<file path="src/rtl/keychain_pkg.sv">
// -----------------------------------------------------------------------------
// keychain_pkg
// Shared definitions for the key-frame parsing path of the modular
// exponentiation pipeline: start-of-frame marker, coded error values and the
// parser state encoding.
//
// Build option: KEY_FRAME_CHECKSUM_EN adds the CHK state and the XOR
// accumulation helper used to verify the trailing checksum byte.
// -----------------------------------------------------------------------------
package keychain_pkg;

  localparam logic [7:0] SOF_BYTE = 8'hA5;

  typedef enum logic [1:0] {
    ERR_NONE     = 2'd0,
    ERR_TIMEOUT  = 2'd1,
    ERR_CHECKSUM = 2'd2,
    ERR_OVERRUN  = 2'd3
  } err_code_e;

  typedef enum logic [2:0] {
    ST_IDLE = 3'd0,
    ST_MSG  = 3'd1,
    ST_EXP  = 3'd2,
    ST_MOD  = 3'd3,
`ifdef KEY_FRAME_CHECKSUM_EN
    ST_CHK  = 3'd4,
`endif
    ST_HOLD = 3'd5
  } parser_state_e;

`ifdef KEY_FRAME_CHECKSUM_EN
  // Running checksum update: XOR of every payload byte seen so far.
  function automatic logic [7:0] xor_accumulate(input logic [7:0] acc,
                                                 input logic [7:0] data);
    return acc ^ data;
  endfunction
`endif

endpackage : keychain_pkg

</file>
<file path="src/rtl/key_frame_parser_inter_byte_timer.sv">
// -----------------------------------------------------------------------------
// inter_byte_timer
// Watchdog for gaps between bytes of a frame. Counts cycles while enabled
// and not restarted; raises 'expired' for one cycle when TIMEOUT_CYCLES
// consecutive cycles have passed without a restart. A restart in the same
// cycle suppresses expiry, so a late-but-present byte always wins.
//
// Ports:
//   clk_in   system clock
//   rst_in   synchronous active-high reset
//   enable   count only while high; low holds the counter at zero
//   restart  byte accepted this cycle; counter returns to zero
//   expired  one-cycle pulse in the cycle the gap reaches TIMEOUT_CYCLES
// -----------------------------------------------------------------------------
module inter_byte_timer #(
  parameter int TIMEOUT_CYCLES = 50_000
) (
  input  logic clk_in,
  input  logic rst_in,
  input  logic enable,
  input  logic restart,
  output logic expired
);

  localparam int CNT_W = $clog2(TIMEOUT_CYCLES + 1);

  // Counter holds the number of idle cycles already completed; the cycle in
  // which it reads TIMEOUT_CYCLES-1 is the last allowed idle cycle.
  logic [CNT_W-1:0] gap_cnt_r;
  logic             expired_s;

  // Expiry decode: only while enabled and with no byte in the current cycle.
  always_comb begin
    expired_s = 1'b0;
    if (enable && !restart && (gap_cnt_r == CNT_W'(TIMEOUT_CYCLES - 1))) begin
      expired_s = 1'b1;
    end else begin
      expired_s = 1'b0;
    end
  end

  // Gap counter register.
  always_ff @(posedge clk_in) begin
    if (rst_in) begin
      gap_cnt_r <= {CNT_W{1'b0}};
    end else if (restart || !enable || expired_s) begin
      gap_cnt_r <= {CNT_W{1'b0}};
    end else begin
      gap_cnt_r <= gap_cnt_r + CNT_W'(1);
    end
  end

  assign expired = expired_s;

endmodule : inter_byte_timer

</file>
<file path="src/rtl/key_frame_parser.sv">
// -----------------------------------------------------------------------------
// key_frame_parser
// Byte-stream front end of the modular exponentiation path. Waits for the
// start-of-frame byte, shifts in big-endian message, exponent and modulus
// fields, then presents the completed frame with a one-cycle valid pulse.
// A frame completed while the downstream block is busy is held until it
// frees up; any byte arriving meanwhile drops the held frame (overrun).
// Stalled links abort via the inter-byte timer.
//
// Build option: KEY_FRAME_CHECKSUM_EN appends a checksum byte (XOR of all
// payload bytes) that must match for the frame to be presented.
//
// Ports:
//   clk_in          system clock
//   rst_in          synchronous active-high reset
//   byte_valid_in   strobe: byte_in carries a received byte
//   byte_in         received byte
//   busy_in         downstream busy; a finished frame waits while high
//   valid_out       one-cycle pulse, field outputs carry a new frame
//   message_out     assembled message   (8*MSG_BYTES bits)
//   exponent_out    assembled exponent  (8*KEY_BYTES bits)
//   modulus_out     assembled modulus   (8*KEY_BYTES bits)
//   error_out       one-cycle pulse on frame abort
//   error_code_out  last error code, held until the next error or reset
// -----------------------------------------------------------------------------
module key_frame_parser
  import keychain_pkg::*;
#(
  parameter int MSG_BYTES      = 2,
  parameter int KEY_BYTES      = 4,
  parameter int TIMEOUT_CYCLES = 50_000
) (
  input  logic                   clk_in,
  input  logic                   rst_in,
  input  logic                   byte_valid_in,
  input  logic [7:0]             byte_in,
  input  logic                   busy_in,
  output logic                   valid_out,
  output logic [8*MSG_BYTES-1:0] message_out,
  output logic [8*KEY_BYTES-1:0] exponent_out,
  output logic [8*KEY_BYTES-1:0] modulus_out,
  output logic                   error_out,
  output logic [1:0]             error_code_out
);

  localparam int MSG_W     = 8 * MSG_BYTES;
  localparam int KEY_W     = 8 * KEY_BYTES;
  localparam int MAX_BYTES = (MSG_BYTES > KEY_BYTES) ? MSG_BYTES : KEY_BYTES;
  localparam int CNT_W     = $clog2(MAX_BYTES + 1);

  parser_state_e    state_r;
  parser_state_e    state_next_s;

  logic [CNT_W-1:0] byte_cnt_r;
  logic [CNT_W-1:0] byte_cnt_next_s;
  logic [MSG_W-1:0] msg_sh_r;
  logic [MSG_W-1:0] msg_next_s;
  logic [KEY_W-1:0] exp_sh_r;
  logic [KEY_W-1:0] exp_next_s;
  logic [KEY_W-1:0] mod_sh_r;
  logic [KEY_W-1:0] mod_next_s;

  logic             msg_last_s;
  logic             key_last_s;
  logic             timer_en_s;
  logic             timer_expired_s;
  logic             load_s;
  logic             err_s;
  err_code_e        err_code_s;

`ifdef KEY_FRAME_CHECKSUM_EN
  logic [7:0]       chk_r;
  logic [7:0]       chk_next_s;
  logic             chk_match_s;
  assign chk_match_s = (byte_in == chk_r);
`endif

  assign msg_last_s = (byte_cnt_r == CNT_W'(MSG_BYTES - 1));
  assign key_last_s = (byte_cnt_r == CNT_W'(KEY_BYTES - 1));

  // Timer runs only while a frame is being received, never in IDLE or HOLD.
  always_comb begin
    timer_en_s = 1'b0;
    case (state_r)
      ST_MSG:  timer_en_s = 1'b1;
      ST_EXP:  timer_en_s = 1'b1;
      ST_MOD:  timer_en_s = 1'b1;
`ifdef KEY_FRAME_CHECKSUM_EN
      ST_CHK:  timer_en_s = 1'b1;
`endif
      default: timer_en_s = 1'b0;
    endcase
  end

  inter_byte_timer #(
    .TIMEOUT_CYCLES (TIMEOUT_CYCLES)
  ) u_inter_byte_timer (
    .clk_in  (clk_in),
    .rst_in  (rst_in),
    .enable  (timer_en_s),
    .restart (byte_valid_in),
    .expired (timer_expired_s)
  );

  // State register.
  always_ff @(posedge clk_in) begin
    if (rst_in) begin
      state_r <= ST_IDLE;
    end else begin
      state_r <= state_next_s;
    end
  end

  // Next-state selection. Expiry only fires in cycles without a byte, so
  // checking it first never hides an accepted byte.
  always_comb begin
    state_next_s = state_r;
    case (state_r)
      ST_IDLE: begin
        if (byte_valid_in && (byte_in == SOF_BYTE)) begin
          state_next_s = ST_MSG;
        end else begin
          state_next_s = ST_IDLE;
        end
      end
      ST_MSG: begin
        if (timer_expired_s) begin
          state_next_s = ST_IDLE;
        end else if (byte_valid_in && msg_last_s) begin
          state_next_s = ST_EXP;
        end else begin
          state_next_s = ST_MSG;
        end
      end
      ST_EXP: begin
        if (timer_expired_s) begin
          state_next_s = ST_IDLE;
        end else if (byte_valid_in && key_last_s) begin
          state_next_s = ST_MOD;
        end else begin
          state_next_s = ST_EXP;
        end
      end
      ST_MOD: begin
        if (timer_expired_s) begin
          state_next_s = ST_IDLE;
        end else if (byte_valid_in && key_last_s) begin
`ifdef KEY_FRAME_CHECKSUM_EN
          state_next_s = ST_CHK;
`else
          state_next_s = busy_in ? ST_HOLD : ST_IDLE;
`endif
        end else begin
          state_next_s = ST_MOD;
        end
      end
`ifdef KEY_FRAME_CHECKSUM_EN
      ST_CHK: begin
        if (timer_expired_s) begin
          state_next_s = ST_IDLE;
        end else if (byte_valid_in) begin
          state_next_s = (chk_match_s && busy_in) ? ST_HOLD : ST_IDLE;
        end else begin
          state_next_s = ST_CHK;
        end
      end
`endif
      ST_HOLD: begin
        if (byte_valid_in || !busy_in) begin
          state_next_s = ST_IDLE;
        end else begin
          state_next_s = ST_HOLD;
        end
      end
      default: state_next_s = ST_IDLE;
    endcase
  end

  // Output/datapath decode: shadow shifts, byte counter, output load and
  // error strobes. The shadow "next" values include the byte accepted this
  // cycle, so a frame finishing on its last byte is loaded with latency 1.
  always_comb begin
    msg_next_s      = msg_sh_r;
    exp_next_s      = exp_sh_r;
    mod_next_s      = mod_sh_r;
    byte_cnt_next_s = byte_cnt_r;
    load_s          = 1'b0;
`ifdef KEY_FRAME_CHECKSUM_EN
    chk_next_s      = chk_r;
`endif
    if (timer_expired_s) begin
      err_s      = 1'b1;
      err_code_s = ERR_TIMEOUT;
    end else begin
      err_s      = 1'b0;
      err_code_s = ERR_NONE;
    end

    case (state_r)
      ST_IDLE: begin
        if (byte_valid_in && (byte_in == SOF_BYTE)) begin
          byte_cnt_next_s = {CNT_W{1'b0}};
`ifdef KEY_FRAME_CHECKSUM_EN
          chk_next_s      = 8'h00;
`endif
        end else begin
          byte_cnt_next_s = byte_cnt_r;
        end
      end
      ST_MSG: begin
        if (byte_valid_in) begin
          msg_next_s      = (msg_sh_r << 8) | MSG_W'(byte_in);
          byte_cnt_next_s = msg_last_s ? {CNT_W{1'b0}} : (byte_cnt_r + CNT_W'(1));
`ifdef KEY_FRAME_CHECKSUM_EN
          chk_next_s      = xor_accumulate(chk_r, byte_in);
`endif
        end else begin
          byte_cnt_next_s = byte_cnt_r;
        end
      end
      ST_EXP: begin
        if (byte_valid_in) begin
          exp_next_s      = (exp_sh_r << 8) | KEY_W'(byte_in);
          byte_cnt_next_s = key_last_s ? {CNT_W{1'b0}} : (byte_cnt_r + CNT_W'(1));
`ifdef KEY_FRAME_CHECKSUM_EN
          chk_next_s      = xor_accumulate(chk_r, byte_in);
`endif
        end else begin
          byte_cnt_next_s = byte_cnt_r;
        end
      end
      ST_MOD: begin
        if (byte_valid_in) begin
          mod_next_s      = (mod_sh_r << 8) | KEY_W'(byte_in);
          byte_cnt_next_s = key_last_s ? {CNT_W{1'b0}} : (byte_cnt_r + CNT_W'(1));
`ifdef KEY_FRAME_CHECKSUM_EN
          chk_next_s      = xor_accumulate(chk_r, byte_in);
`else
          load_s          = key_last_s && !busy_in;
`endif
        end else begin
          byte_cnt_next_s = byte_cnt_r;
        end
      end
`ifdef KEY_FRAME_CHECKSUM_EN
      ST_CHK: begin
        if (byte_valid_in && chk_match_s) begin
          load_s = !busy_in;
        end else if (byte_valid_in) begin
          err_s      = 1'b1;
          err_code_s = ERR_CHECKSUM;
        end else begin
          load_s = 1'b0;
        end
      end
`endif
      ST_HOLD: begin
        // Any byte while holding means the sender ran ahead of the consumer.
        if (byte_valid_in) begin
          err_s      = 1'b1;
          err_code_s = ERR_OVERRUN;
        end else begin
          load_s = !busy_in;
        end
      end
      default: begin
        byte_cnt_next_s = {CNT_W{1'b0}};
      end
    endcase

    // An aborted frame leaves the counter clean for the next SOF.
    if (err_s) begin
      byte_cnt_next_s = {CNT_W{1'b0}};
    end else begin
      byte_cnt_next_s = byte_cnt_next_s;
    end
  end

  // Shadow fields, counters and registered outputs.
  always_ff @(posedge clk_in) begin
    if (rst_in) begin
      byte_cnt_r     <= {CNT_W{1'b0}};
      msg_sh_r       <= {MSG_W{1'b0}};
      exp_sh_r       <= {KEY_W{1'b0}};
      mod_sh_r       <= {KEY_W{1'b0}};
      valid_out      <= 1'b0;
      error_out      <= 1'b0;
      error_code_out <= 2'd0;
      message_out    <= {MSG_W{1'b0}};
      exponent_out   <= {KEY_W{1'b0}};
      modulus_out    <= {KEY_W{1'b0}};
`ifdef KEY_FRAME_CHECKSUM_EN
      chk_r          <= 8'h00;
`endif
    end else begin
      byte_cnt_r <= byte_cnt_next_s;
      msg_sh_r   <= msg_next_s;
      exp_sh_r   <= exp_next_s;
      mod_sh_r   <= mod_next_s;
      valid_out  <= load_s;
      error_out  <= err_s;
`ifdef KEY_FRAME_CHECKSUM_EN
      chk_r      <= chk_next_s;
`endif
      if (load_s) begin
        message_out  <= msg_next_s;
        exponent_out <= exp_next_s;
        modulus_out  <= mod_next_s;
      end
      if (err_s) begin
        error_code_out <= err_code_s;
      end
    end
  end

endmodule : key_frame_parser

</file>
<file path="config.mk">
export PLATFORM = sky130hd
export DESIGN_NAME = key_frame_parser
export DESIGN_NICKNAME = d
export VERILOG_FILES = /design/src/rtl/keychain_pkg.sv /design/src/rtl/key_frame_parser_inter_byte_timer.sv /design/src/rtl/key_frame_parser.sv
export SDC_FILE = /design/constraint.sdc
export NUM_CORES = 1
export LEC_CHECK = 0
export CAP_MARGIN = 20
export CORE_MARGIN = 2
export CORE_UTILIZATION = 45
export DETAILED_ROUTE_END_ITERATION = 10
export GPL_TIMING_DRIVEN = 0
export PLACE_DENSITY = 0.68
export SKIP_LAST_GASP = 1
export SYNTH_ARGS = -nofsm -noshare
export SYNTH_HDL_FRONTEND = slang
export SYNTH_SLANG_ARGS = --single-unit
</file>
<file path="constraint.sdc">
create_clock -name clk_in -period 2.9 [get_ports clk_in]
set_input_delay 0.725 -clock clk_in [delete_from_list [all_inputs] [get_ports clk_in]]
set_output_delay 0.725 -clock clk_in [all_outputs]
set_load 0.02 [all_outputs]
</file>
### Word level (Yosys, flattened, before mapping)

Index checks and enable logic that the tools add are counted.

* memories: 0
* logic and storage cells: 80
* input port bits: 12
* memory bits (read-only): 0
* bits in registers: 186
* output and inout bits: 84
* RAM bits: 0
* bits in latches: 0

* bitwise gates (word level): 4
* multipliers: 0
* add/sub/neg operators: 2
* magnitude comparators: 0
* div/mod/pow operators: 0
* mux-type cells: 33
* equality and inequality tests: 11
* shifts and indexed selects: 0
* reductions and logical operators: 18

Operators by type and width (number)
* $mux W32: 4
* $or A32 B8 Y32: 2
* $mux W16: 2
* $mux W3: 9
* $add A16 B1 Y16 const B: 1
* $eq A16 B16 Y1 const B: 1
* $or A16 B8 Y16: 1
* $pmux W3 S5: 1
* $pmux W3 S4: 1
* $mux W1: 10
* $mux W2: 5
* $eq A3 B2 Y1 const B: 3
* $eq A8 B8 Y1 const B: 1
* $eq A3 B1 Y1 const B: 2
* $logic_and A1 B1 Y1: 6
* $reduce_or A2 Y1: 3
* $ne A2 B2 Y1 const B: 2
* $reduce_and A4 Y1: 1
* $add A3 B1 Y3 const B: 1
* $eq A3 B3 Y1 const B: 1
* $logic_not A1 Y1: 3
* $logic_not A3 Y1: 1
* $logic_or A1 B1 Y1: 3
* $reduce_or A3 Y1: 1
* other kinds (3): 3

### Depth between registers and ports, before layout

Gate-level depths: netlist of the first run.

* depth after elaboration: 10
* gate-level depth with buffers: 10

### Cells and area by module

Synthesis of the first run repeated with hierarchy kept, for this count alone.

* cells, all modules: 686
* area, all modules: 6909.1 µm²

By module, submodules not included
* key_frame_parser: seq. area each 3403.3 µm², times used 1, cells an instance 605, area an instance 6120.9 µm²
* inter_byte_timer: seq. area each 320.3 µm², times used 1, cells an instance 81, area an instance 788.3 µm²

### Worst setup path before layout of the first run

No wires, ideal clock.

* path type: input -> register
* start point: input port byte_valid_in
* end point: register message_out[10]
* arrival time: 2.247 ns
* library setup time: 0.086 ns
* required time: 2.814 ns
* slack: 0.568 ns
* cell stages on the path: 9
* path through: buf_2 nand2b_1 o21ai_0 and3_1 buf_2 clkbuf_1 clkbuf_1 nor2_1 a211oi_1

* word-level cells in the longest chain between the ends: 2

RTL lines
* start: declaration: line key_frame_parser.sv:35 `input logic byte_valid_in,`
* $mux W1 (tied with other cells): line key_frame_parser.sv:259 `if (byte_valid_in) begin`
* $pmux W1 S2 / $mux W16 (equally long branches): line key_frame_parser.sv:199 `case (state_r)`
* end signal: assignment: line key_frame_parser.sv:289 `message_out <= {MSG_W{1'b0}};`
* end signal: assignment: line key_frame_parser.sv:306 `message_out <= msg_next_s;`
* end: declaration: line key_frame_parser.sv:39 `output logic [8*MSG_BYTES-1:0] message_out,`

Several ways; a longest one is shown, not always the timed one.
A chain may end at the register's enable or synchronous reset.

### Worst setup path in the final report of the first run

* start point: input port byte_in[5]
* end point: register byte_cnt_r[1]

* word-level cells in the longest chain between the ends: 4

RTL lines
* start: declaration: line key_frame_parser.sv:36 `input logic [7:0] byte_in,`
* $eq A8 B8 Y1: line key_frame_parser.sv:201 `if (byte_valid_in && (byte_in == SOF_BYTE)) begin`
* $logic_and A1 B1 Y1: line key_frame_parser.sv:201
* $ne A2 B2 Y1 (no source line)
* $reduce_and A4 Y1 (no source line)
* end signal: assignment: line key_frame_parser.sv:282 `byte_cnt_r <= {CNT_W{1'b0}};`
* end signal: assignment: line key_frame_parser.sv:296 `byte_cnt_r <= byte_cnt_next_s;`
* end: declaration: line key_frame_parser.sv:54 `logic [CNT_W-1:0] byte_cnt_r;`

No other way between the ends.

==> impl_metrics.json, run 1 <==
{
  "status": "complete, no violations",
  "area_growth_pct": 26.2,
  "yosys.area.top_type_share_pct": 55.7,
  "cp.required_ns": 3.18,
  "rsz0062_at_grt": "false",
  "cts_buffer_depth": 2,
  "track_usage_pct": 20.3,
  "synth.most_common_cell": "dfxtp_1",
  "nets": 804,
  "cts_resized": 0,
  "p_sw_share_pct": 21.1,
  "cts_setup_buffers": 0,
  "synth-async-reset-ratio_pct": 0,
  "synth_largest_area_cell": "dfxtp_1",
  "grt_max_degree": 17,
  "viasPerCell": 5.24,
  "clock_latency_ns": 0.42,
  "io_buffers": 93,
  "crit_type": "input port to flop",
  "grt_pass1_wl_mm": 25.8,
  "syn_avg_cell_area_um2": 9.89,
  "worstHoldPathType": "flop to flop",
  "num-fill-cells": 1273,
  "skew_ns": 0.00898,
  "antenna_left": 0,
  "ys_seq_area_share_pct": 55.7,
  "p_clk_share_pct": 46.6,
  "htreeDepth": 4,
  "critPathMaxFanout": 4,
  "dieHeight_um": 126,
  "start_util_pct": 46.0,
  "layout_worst_path_cycle_share_pct": 87.4,
  "clock.fmax_mhz": 395,
  "fin_crit_ns": 2.53,
  "max_slew.worst_pin.slew_ns": 0.742,
  "cts_tree": "done",
  "yosys-top-cells-count": "dfxtp_1, nor2_1, mux2i_1, a211oi_1, clkbuf_1",
  "cts_root_buffer": "clkbuf_16",
  "cp.arrival_ns": 2.82,
  "clk_pin_slew_ns": 0.06,
  "syn_area_um2": 6690,
  "ir_worst_vdd_v": 0.000356,
  "maxSlewViolCount": 0,
  "coreArea_um2": 14500,
  "ys.flop_type": "dfxtp_1",
  "drive_gt1_share_pct": 5.88,
  "synth.area.top_cells": "dfxtp_1, mux2i_1, nor2_1",
  "rows": 44,
  "syn_inst": 676,
  "num_vias": 5158,
  "hold_buffers": 0,
  "drc": 0,
  "antenna_cells": 0,
  "power.switching_mw": 1.04,
  "wl_per_cell_um": 16.0,
  "chipWidth_um": 126,
  "cts_buffers": 17,
  "routed_wirelength_mm": 15.7,
  "p_seq_share_pct": 51.8,
  "ys_types": 36,
  "first_global_vias": 5072,
  "total_power_mw": 4.93,
  "leakage_nw": 2.98,
  "drtIter0Drc": 312,
  "final_area_um2": 8440,
  "setup_viol": 0,
  "placed_area_um2": 7850,
  "drt_pass1_iterations": 4,
  "clkSinkCount": 186,
  "syn-num-nets": 693,
  "synth_edf_count": 0,
  "internal-power_mw": 3.89,
  "hpwl_mm": 11.6,
  "slew_headroom_pct": 50.4,
  "yosys_warnings": 0,
  "max_cap_violations": 0,
  "p_per_area_nw_per_um2": 584,
  "die_area_um2": 15800,
  "seqCellArea_um2": 3720,
  "overflow": 0,
  "gp_congestion": 0.805,
  "worstSetupStartpointType": "input port",
  "final-hold-violation-count": 0,
  "combPwrFrac_pct": 1.7,
  "multi_input_area_um2": 2740,
  "antenna_found_initial": 0,
  "synth-seq-cells": 186,
  "endpoint_kind": "flop",
  "io_pins": 96
}
## registers in the layout, summed over array words and instances, names as in the netlist
signal,flops
byte_cnt_r,3
error_code_out,2
error_out,1
exp_sh_r,32
exponent_out,32
message_out,16
mod_sh_r,32
modulus_out,32
msg_sh_r,16
state_r,3
u_inter_byte_timer.gap_cnt_r,16
valid_out,1
## critical path, stage by stage
cell and delay, ns:
clkdlybuf4s50_1 0.65, nor4bb_1 0.39, a2111oi_0 0.16, a211oi_1 0.56
mux2i_1 0.27, nor3_1 0.06
## cell usage in the layout, fill, tap and decap left out, types with 9 or more instances in the layout
cell type        instances
a211oi_1                82
buf_2                   11
clkbuf_1                36
clkbuf_16               17
clkdlybuf4s50_1         93
dfxtp_1                186
mux2i_1                 83
nand2_1                 12
nand3_1                  9
nor2_1                 184
## logic make-up after synthesis
kind of cell / count (synthesis) / share of synthesized area [%]
compound gates: 94 / 10.3
xor+xnor: 14 / 1.83
fa+ha+maj: 5 / 0.936
buf+inv: 54 / 3.35
flops: 186 / 55.7
mux: 83 / 12.4
simple gates: 240 / 15.5
## stage by stage
| step | hold slack [ns] | cells | setup TNS (ns) | utilization (%) | setup slack, ns |
|---|---|---|---|---|---|
| finish | 0.448 | 984 | 0 | 58.1 | 0.366 |
| detailed placement | 0.446 | 953 | -0.598 | 54.0 | -0.0908 |
| floorplan | 0.418 | 676 | 0 | - | 0.568 |
| global route | 0.464 | 984 | 0 | 58.1 | 0.188 |
| global placement | 0.426 | 953 | 0 | 54.0 | 0.00397 |
| CTS | 0.455 | 985 | 0 | 58.1 | 0.128 |
## path summary, 6_finish.rpt
path	start	end	slack [ns]	cells past startpoint
max	byte_in[5]	byte_cnt_r[1]$_SDFFE_PP0P_	0.37	6
min	u_inter_byte_timer.gap_cnt_r[0]$_SDFF_PP0_	u_inter_byte_timer.gap_cnt_r[0]$_SDFF_PP0_	0.45	1
max reg2reg	byte_cnt_r[0]$_SDFFE_PP0P_	message_out[7]$_SDFFE_PP0P_	0.50	9
min reg2reg	u_inter_byte_timer.gap_cnt_r[0]$_SDFF_PP0_	u_inter_byte_timer.gap_cnt_r[0]$_SDFF_PP0_	0.45	1
## power by group through the flow
stage / registers (mW) / clock network (mW) / logic, mW
3_5_place_dp: 2.61 / 0 / 0.0816
6_report: 2.55 / 2.30 / 0.0823
5_1_grt: 2.55 / 2.43 / 0.0889
4_1_cts: 2.55 / 2.34 / 0.0818
2_1_floorplan: 2.61 / 0 / 0.0398
3_3_place_gp: 2.61 / 0 / 0.0797
## per-layer routing
metal  wire [um]  GRT usage (%)
met3         710           4.89
met1        7390           27.0
met2        7380           32.6
met5           0              0
met4         216           6.85
## final cells by class
class	count	area share [%]
clock buffers	19	5.37
plain buffers	49	2.43
multi-input cells	436	32.4
repair buffers	93	11.0
well taps	184	2.73
clock inverters	13	1.70
flip-flops and latches	186	44.1
inverters	4	0.178
Power figures use the tool's default switching activity.
==> inputs of run 2 (changes only) <==
Settings changed: CAP_MARGIN 20 to default.
==> results of run 2 <==
The final DEF is identical to that of run 1; final timing and power are the same.
